==> config.mk <==
export PLATFORM = sky130hd
export DESIGN_NAME = pkt_bufid_refcnt_manager
export DESIGN_NICKNAME = d
export VERILOG_FILES = /design/src/rtl/pkt_bufm_pkg.sv /design/src/rtl/refcnt_array.sv /design/src/rtl/pkt_bufid_refcnt_manager.sv
export SDC_FILE = /design/constraint.sdc
export NUM_CORES = 2
export LEC_CHECK = 0
export ABC_AREA = 1
export BUFFER_PORTS_ARGS = -buffer_cell sky130_fd_sc_hd__buf_2
export CORE_MARGIN = 4
export CORE_UTILIZATION = 50
export DETAILED_ROUTE_END_ITERATION = 8
export PLACE_DENSITY_LB_ADDON = 0.08
export SLEW_MARGIN = 20
export SYNTH_ARGS = -nofsm -noshare
export SYNTH_HDL_FRONTEND = slang
export SYNTH_HIERARCHICAL = 1
export SYNTH_SLANG_ARGS = --single-unit
==> constraint.sdc <==
create_clock -name i_clk -period 10 [get_ports i_clk]
set_input_delay 1.5 -clock i_clk [delete_from_list [all_inputs] [get_ports i_clk]]
set_output_delay 1.5 -clock i_clk [all_outputs]
set_load 0.01 [all_outputs]
==> src/rtl/pkt_bufm_pkg.sv <==
`default_nettype none
// ============================================================================
// Module      : pkt_bufm_pkg
// Description : Shared sizing constants and the free-pool strobe record used by
//               the packet-buffer manager and the free-buffer FIFO.
// Revision    : 1.0 - initial release
// ============================================================================
package pkt_bufm_pkg;

    localparam int BUFID_W = 9;
    localparam int CNT_W   = 4;

    // Record pushed into the free-buffer FIFO when a buffer is released.
    typedef struct packed {
        logic [BUFID_W-1:0] bufid;
        logic               wr;
    } free_strobe_t;

endpackage : pkt_bufm_pkg
`default_nettype wire

==> src/rtl/refcnt_array.sv <==
`default_nettype none
// ============================================================================
// Module      : refcnt_array
// Description : Reference-count register file, one async read port, one sync
//               write port, synchronous clear of every entry on reset.
// Revision    : 1.0 - initial release
// ============================================================================
module refcnt_array #(
    parameter int ADDR_W = 9,
    parameter int DATA_W = 4
) (
    input  logic              i_clk,
    input  logic              i_rst,
    input  logic [ADDR_W-1:0] i_raddr,
    output logic [DATA_W-1:0] o_rdata,
    input  logic              i_we,
    input  logic [ADDR_W-1:0] i_waddr,
    input  logic [DATA_W-1:0] i_wdata
);

    localparam int DEPTH = 2 ** ADDR_W;

    logic [DATA_W-1:0] r_mem [DEPTH];

    assign o_rdata = r_mem[i_raddr];

    always_ff @(posedge i_clk) begin
        if (i_rst) begin
            for (int i = 0; i < DEPTH; i++) begin
                r_mem[i] <= '0;
            end
        end else if (i_we) begin
            r_mem[i_waddr] <= i_wdata;
        end
    end

endmodule : refcnt_array
`default_nettype wire

==> src/rtl/pkt_bufid_refcnt_manager.sv <==
`default_nettype none
// ============================================================================
// Module      : pkt_bufid_refcnt_manager
// Description : Per-buffer reference counting; returns buffers to the free
//               pool when their count reaches zero and flags misuse.
// Revision    : 1.0 - initial release
// ============================================================================
module pkt_bufid_refcnt_manager
    import pkt_bufm_pkg::*;
#(
    parameter int BUFID_W = pkt_bufm_pkg::BUFID_W,
    parameter int CNT_W   = pkt_bufm_pkg::CNT_W
) (
    input  logic               i_clk,
    input  logic               i_rst,
    input  logic [BUFID_W-1:0] iv_pkt_bufid,
    input  logic [CNT_W-1:0]   iv_pkt_bufid_cnt,
    input  logic               i_pkt_bufid_wr,
    input  logic [BUFID_W-1:0] iv_release_bufid,
    input  logic               i_release_wr,
    output logic               o_release_ack,
    output logic [BUFID_W-1:0] ov_free_bufid,
    output logic               o_free_bufid_wr,
    output logic [BUFID_W:0]   ov_inuse_cnt,
    output logic               o_err_underflow,
    output logic               o_err_overwrite
);

    logic               w_set;
    logic               w_rel;
    logic [BUFID_W-1:0] w_addr;
    logic [CNT_W-1:0]   w_old;
    logic [CNT_W-1:0]   w_wdata;
    logic               w_we;
    logic               w_old_zero;
    logic               w_old_one;
    logic               w_free;
    logic               w_inc;
    logic               w_dec;

    logic [BUFID_W-1:0] r_free_bufid;
    logic               r_free_wr;
    logic [BUFID_W:0]   r_inuse_cnt;
    logic               r_err_underflow;
    logic               r_err_overwrite;

    // Sets win the single array port; a pending release simply waits.
    assign w_set         = i_pkt_bufid_wr;
    assign w_rel         = i_release_wr & ~i_pkt_bufid_wr;
    assign o_release_ack = w_rel;
    assign w_addr        = w_set ? iv_pkt_bufid : iv_release_bufid;

    refcnt_array #(
        .ADDR_W (BUFID_W),
        .DATA_W (CNT_W)
    ) u_refcnt_array (
        .i_clk   (i_clk),
        .i_rst   (i_rst),
        .i_raddr (w_addr),
        .o_rdata (w_old),
        .i_we    (w_we),
        .i_waddr (w_addr),
        .i_wdata (w_wdata)
    );

    assign w_old_zero = (w_old == '0);
    assign w_old_one  = (w_old == CNT_W'(1));

    always_comb begin
        w_we    = 1'b0;
        w_wdata = w_old;
        if (w_set) begin
            w_we    = 1'b1;
            w_wdata = iv_pkt_bufid_cnt;
        end else if (w_rel && !w_old_zero) begin
            w_we    = 1'b1;
            w_wdata = w_old - CNT_W'(1);
        end
    end

    // Overwrite of a live buffer leaves occupancy alone, even with a zero count.
    assign w_free = (w_set & (iv_pkt_bufid_cnt == '0)) | (w_rel & w_old_one);
    assign w_inc  = w_set & w_old_zero & (iv_pkt_bufid_cnt != '0);
    assign w_dec  = w_rel & w_old_one;

    always_ff @(posedge i_clk) begin
        if (i_rst) begin
            r_free_bufid    <= '0;
            r_free_wr       <= 1'b0;
            r_inuse_cnt     <= '0;
            r_err_underflow <= 1'b0;
            r_err_overwrite <= 1'b0;
        end else begin
            r_free_wr       <= w_free;
            r_err_underflow <= w_rel & w_old_zero;
            r_err_overwrite <= w_set & ~w_old_zero;
            if (w_free) begin
                r_free_bufid <= w_addr;
            end
            if (w_inc) begin
                r_inuse_cnt <= r_inuse_cnt + 1'b1;
            end else if (w_dec) begin
                r_inuse_cnt <= r_inuse_cnt - 1'b1;
            end
        end
    end

    assign ov_free_bufid   = r_free_bufid;
    assign o_free_bufid_wr = r_free_wr;
    assign ov_inuse_cnt    = r_inuse_cnt;
    assign o_err_underflow = r_err_underflow;
    assign o_err_overwrite = r_err_overwrite;

endmodule : pkt_bufid_refcnt_manager
`default_nettype wire

==> run_results.csv <==
group,metric,value,unit
hold_path,hold_class,"register to register",
sta,relSlewSlack,29.58,%
yosys,synth_top_family_by_area,"simple AND/OR/NAND/NOR gates",
worst_setup_path,critPathLaunchType,"primary input",
worst_setup_path,crit_type,"primary input to register",
sta,final.setup.tns,0,ns
yosys,async_reset_ff_share,0,%
power,peakVddDrop,0.0001556,V
floorplanning,ioPinCount,49,
yosys,post_synth_mux_area_share,0,%
sta,finalClockSkew,0.03540,ns
detailed_routing,viasPerCell,5.844,
yosys,synth_cells,10331,
finish,area_growth,9.079,%
floorplanning,core_area,0.1910,mm²
global_route,grt_pass1_wl,428800,µm
place,hpwl,165400,µm
yosys,ys_warn_count,6,
global_route,grt_overflow,0,
worst_setup_path,endpoint_kind,"register",
cts,cts_buffers,219,
place,gp_congestion,0.8695,
floorplanning,std_cell_rows,160,
power,leakagePower,40.93,nW
worst_setup_path,crit_arrival,8.74,ns
job,max_cap_violations,0,
yosys,synth_area,0.09640,mm²
yosys,synth_xor_xnor_area_share,0.05451,%
finish,design_area,0.1052,mm²
yosys,syn_avg_cell_area,9.331,µm²
yosys,yosysSeqAreaShare,64.25,%
cts,cts_tree,"built",
detailed_routing,vias,73834,
global_route,grt_util_all_layers,28.20,%
cts,cts_max_level,4,
yosys,synth_compound_area_share,0.2855,%
floorplanning,die_h,447.1,µm
yosys,yosys_register_bits,2070,
finish,layoutNonFillerInstCount,12635,
power,powerDensity,191.4,mW/mm²
detailed_routing,final_antenna_net_count,0,
status,outcome,"finished, final reports clean",
detailed_routing,wl,285000,µm
sta,fmax,121.7,MHz
worst_setup_path,crit_buf_inv,9,
cts,worstSkewPairLatency,0.86,ns
detailed_routing,drt-initial-drc-count,8031,
yosys,synth_top_area_share,63.80,%
place,dpl_cell_area,0.09835,mm²
sta,timing_hold_violations_final,0,
worst_setup_path,cp_slowest_cell,"nor2_4",
cts,clock_tree.buffer_depth,3,
place,dp_slack,1.049,ns
yosys,yosys.cell_count.top_type,"nand2_1",
worst_setup_path,crit_top_cell,"nand3_1",
detailed_routing,wl_per_cell,22.55,µm
worst_setup_path,cp.required,10.53,ns
global_route,antenna_found_initial,3,
floorplanning,start_util,50.47,%
cts,clk_pin_slew,0.07,ns
cts,cts.sinks,2070,
global_route,grt_max_degree,181,
finish,drive_gt1_share,5.404,%
floorplanning,fp.dieArea,0.1999,mm²
sta,final.min_clock_period,8.217,ns
global_route,grt_pass1_vias,71054,
cts,cts_resized,0,
sta,maxSlewViolCount,0,
place,dp_cells,12238,
finish,fillers,17163,
yosys,synth_edf_count,2048,
worst_setup_path,critical_path.top_delay_family,"simple AND/OR/NAND/NOR gates",
power,power.total,0.02013,W
finish,seq_area,0.06194,mm²
worst_setup_path,cpPeakStageDelay,0.87,ns
yosys,synth_fp_nets,10369,
worst_setup_path,crit_fanout,82,
yosys,synth_flop_cell,"edfxtp_1",
sta,setup_viol,0,
cts,cts_root_buf,"clkbuf_16",
yosys,synth_area_leader_cell,"edfxtp_1",
yosys,synth_area_leaders,"edfxtp_1 64%, nand2_1 12%, nand3_1 11%",
place,port_buffers,48,
sta,rsz0062_at_grt,"false",
sta,finalWorstSetupSlack,1.783,ns
sta,fin_crit_sh,82.17,%
detailed_routing,firstDrtPassIters,6,
sta,worst_pin_slew,1.055,ns
yosys,synthAdderAreaFrac,0.1635,%
floorplanning,die_w,447.1,µm
yosys,yosys.area_share.simple,31.27,%
yosys,synth_commonest_cells,"3150 x nand2_1, 2113 x nor2_1, 2061 x nand3_1, 2048 x edfxtp_1, 443 x clkbuf_1",
finish,multi_input_area,0.03082,mm²
cts,cts_setup_buffers,0,
finish,nNetsFinal,9986,
detailed_routing,route.detailed.drc,0,
yosys,ys_types,32,
cts,ctsHoldBuffers,0,
==> through the flow <==
stage | hold slack [ns] | utilization [%]
6_report | 0.5460 | 55.06
3_3_place_gp | 0.5270 | 51.50
3_5_place_dp | 0.5328 | 51.50
4_1_cts | 0.5492 | 55.05
2_1_floorplan | 0.5342 | -
5_1_grt | 0.5775 | 55.06
==> flip-flops by register name, summed over array words and instances (netlist names) <==
register              flops
o_err_underflow           1
ov_inuse_cnt             10
ov_free_bufid             9
o_err_overwrite           1
o_free_bufid_wr           1
u_refcnt_array/r_mem   2048
==> layer usage <==
layer / vias to the layer above / track usage [%] / wire length, µm
met2: 3277 / 46.02 / 133700
met1: 35952 / 38.95 / 117600
met4: 0 / 8.802 / 8947
li1: 34107 / - / -
met5: - / 0 / 0
met3: 498 / 4.544 / 24680
==> where the power goes <==
group | switching (W) | total [W] | internal, W
Combinational | 0.00194 | 0.00246 | 0.000524
Clock | 0.00337 | 0.00780 | 0.00443
Sequential | 0.0000845 | 0.00987 | 0.00978
==> logic make-up (layout without fill, tap and decap cells) <==
family | after synthesis | after routing
compound gates | 48 | 48
xor+xnor | 6 | 6
fa+ha+maj | 12 | 12
buf+inv | 862 | 654
flops | 2070 | 2070
other cells | 0 | 1
simple gates | 7333 | 7333
==> worst min-delay path: stages, from the launching register on <==
cell and delay [ns]:
dfxtp_1 0.33, o21ai_1 0.12, a21oi_1 0.05
==> layout make-up <==
| type | instances | area share, % |
|---|---|---|
| sequential | 2070 | 58.91 |
| multi-input combinational | 7399 | 29.31 |
| clock buffer | 275 | 5.432 |
| tap | 2511 | 2.988 |
| timing repair buffer | 210 | 2.087 |
| clock inverter | 121 | 1.027 |
| inverter | 48 | 0.2475 |
| antenna | 1 | 0.002380 |
==> path summary, 6_finish.rpt <==
check / start / end / slack (ns) / cells past startpoint
min: ov_inuse_cnt[6] / ov_inuse_cnt[6] / 0.55 / 2
max: i_pkt_bufid_wr / u_refcnt_array/r_mem[454][2] / 1.78 / 29
min reg2reg: ov_inuse_cnt[6] / ov_inuse_cnt[6] / 0.55 / 2
max reg2reg: u_refcnt_array/r_mem[351][1] / u_refcnt_array/r_mem[454][2] / 4.19 / 24
==> cell usage in the layout, fill, tap and decap left out, drive strengths merged, types with 20 or more instances in the layout <==
| cell | Yosys | routed |
|---|---|---|
| nand2 | 3152 | 3152 |
| nor2 | 2114 | 2114 |
| nand3 | 2062 | 2062 |
| edfxtp | 2048 | 2048 |
| clkbuf | 443 | 275 |
| buf | 371 | 210 |
| clkinv | 0 | 89 |
| inv | 48 | 57 |
| dfxtp | 22 | 22 |
| o21ai | 20 | 20 |
(Power assumes the default switching activity.)
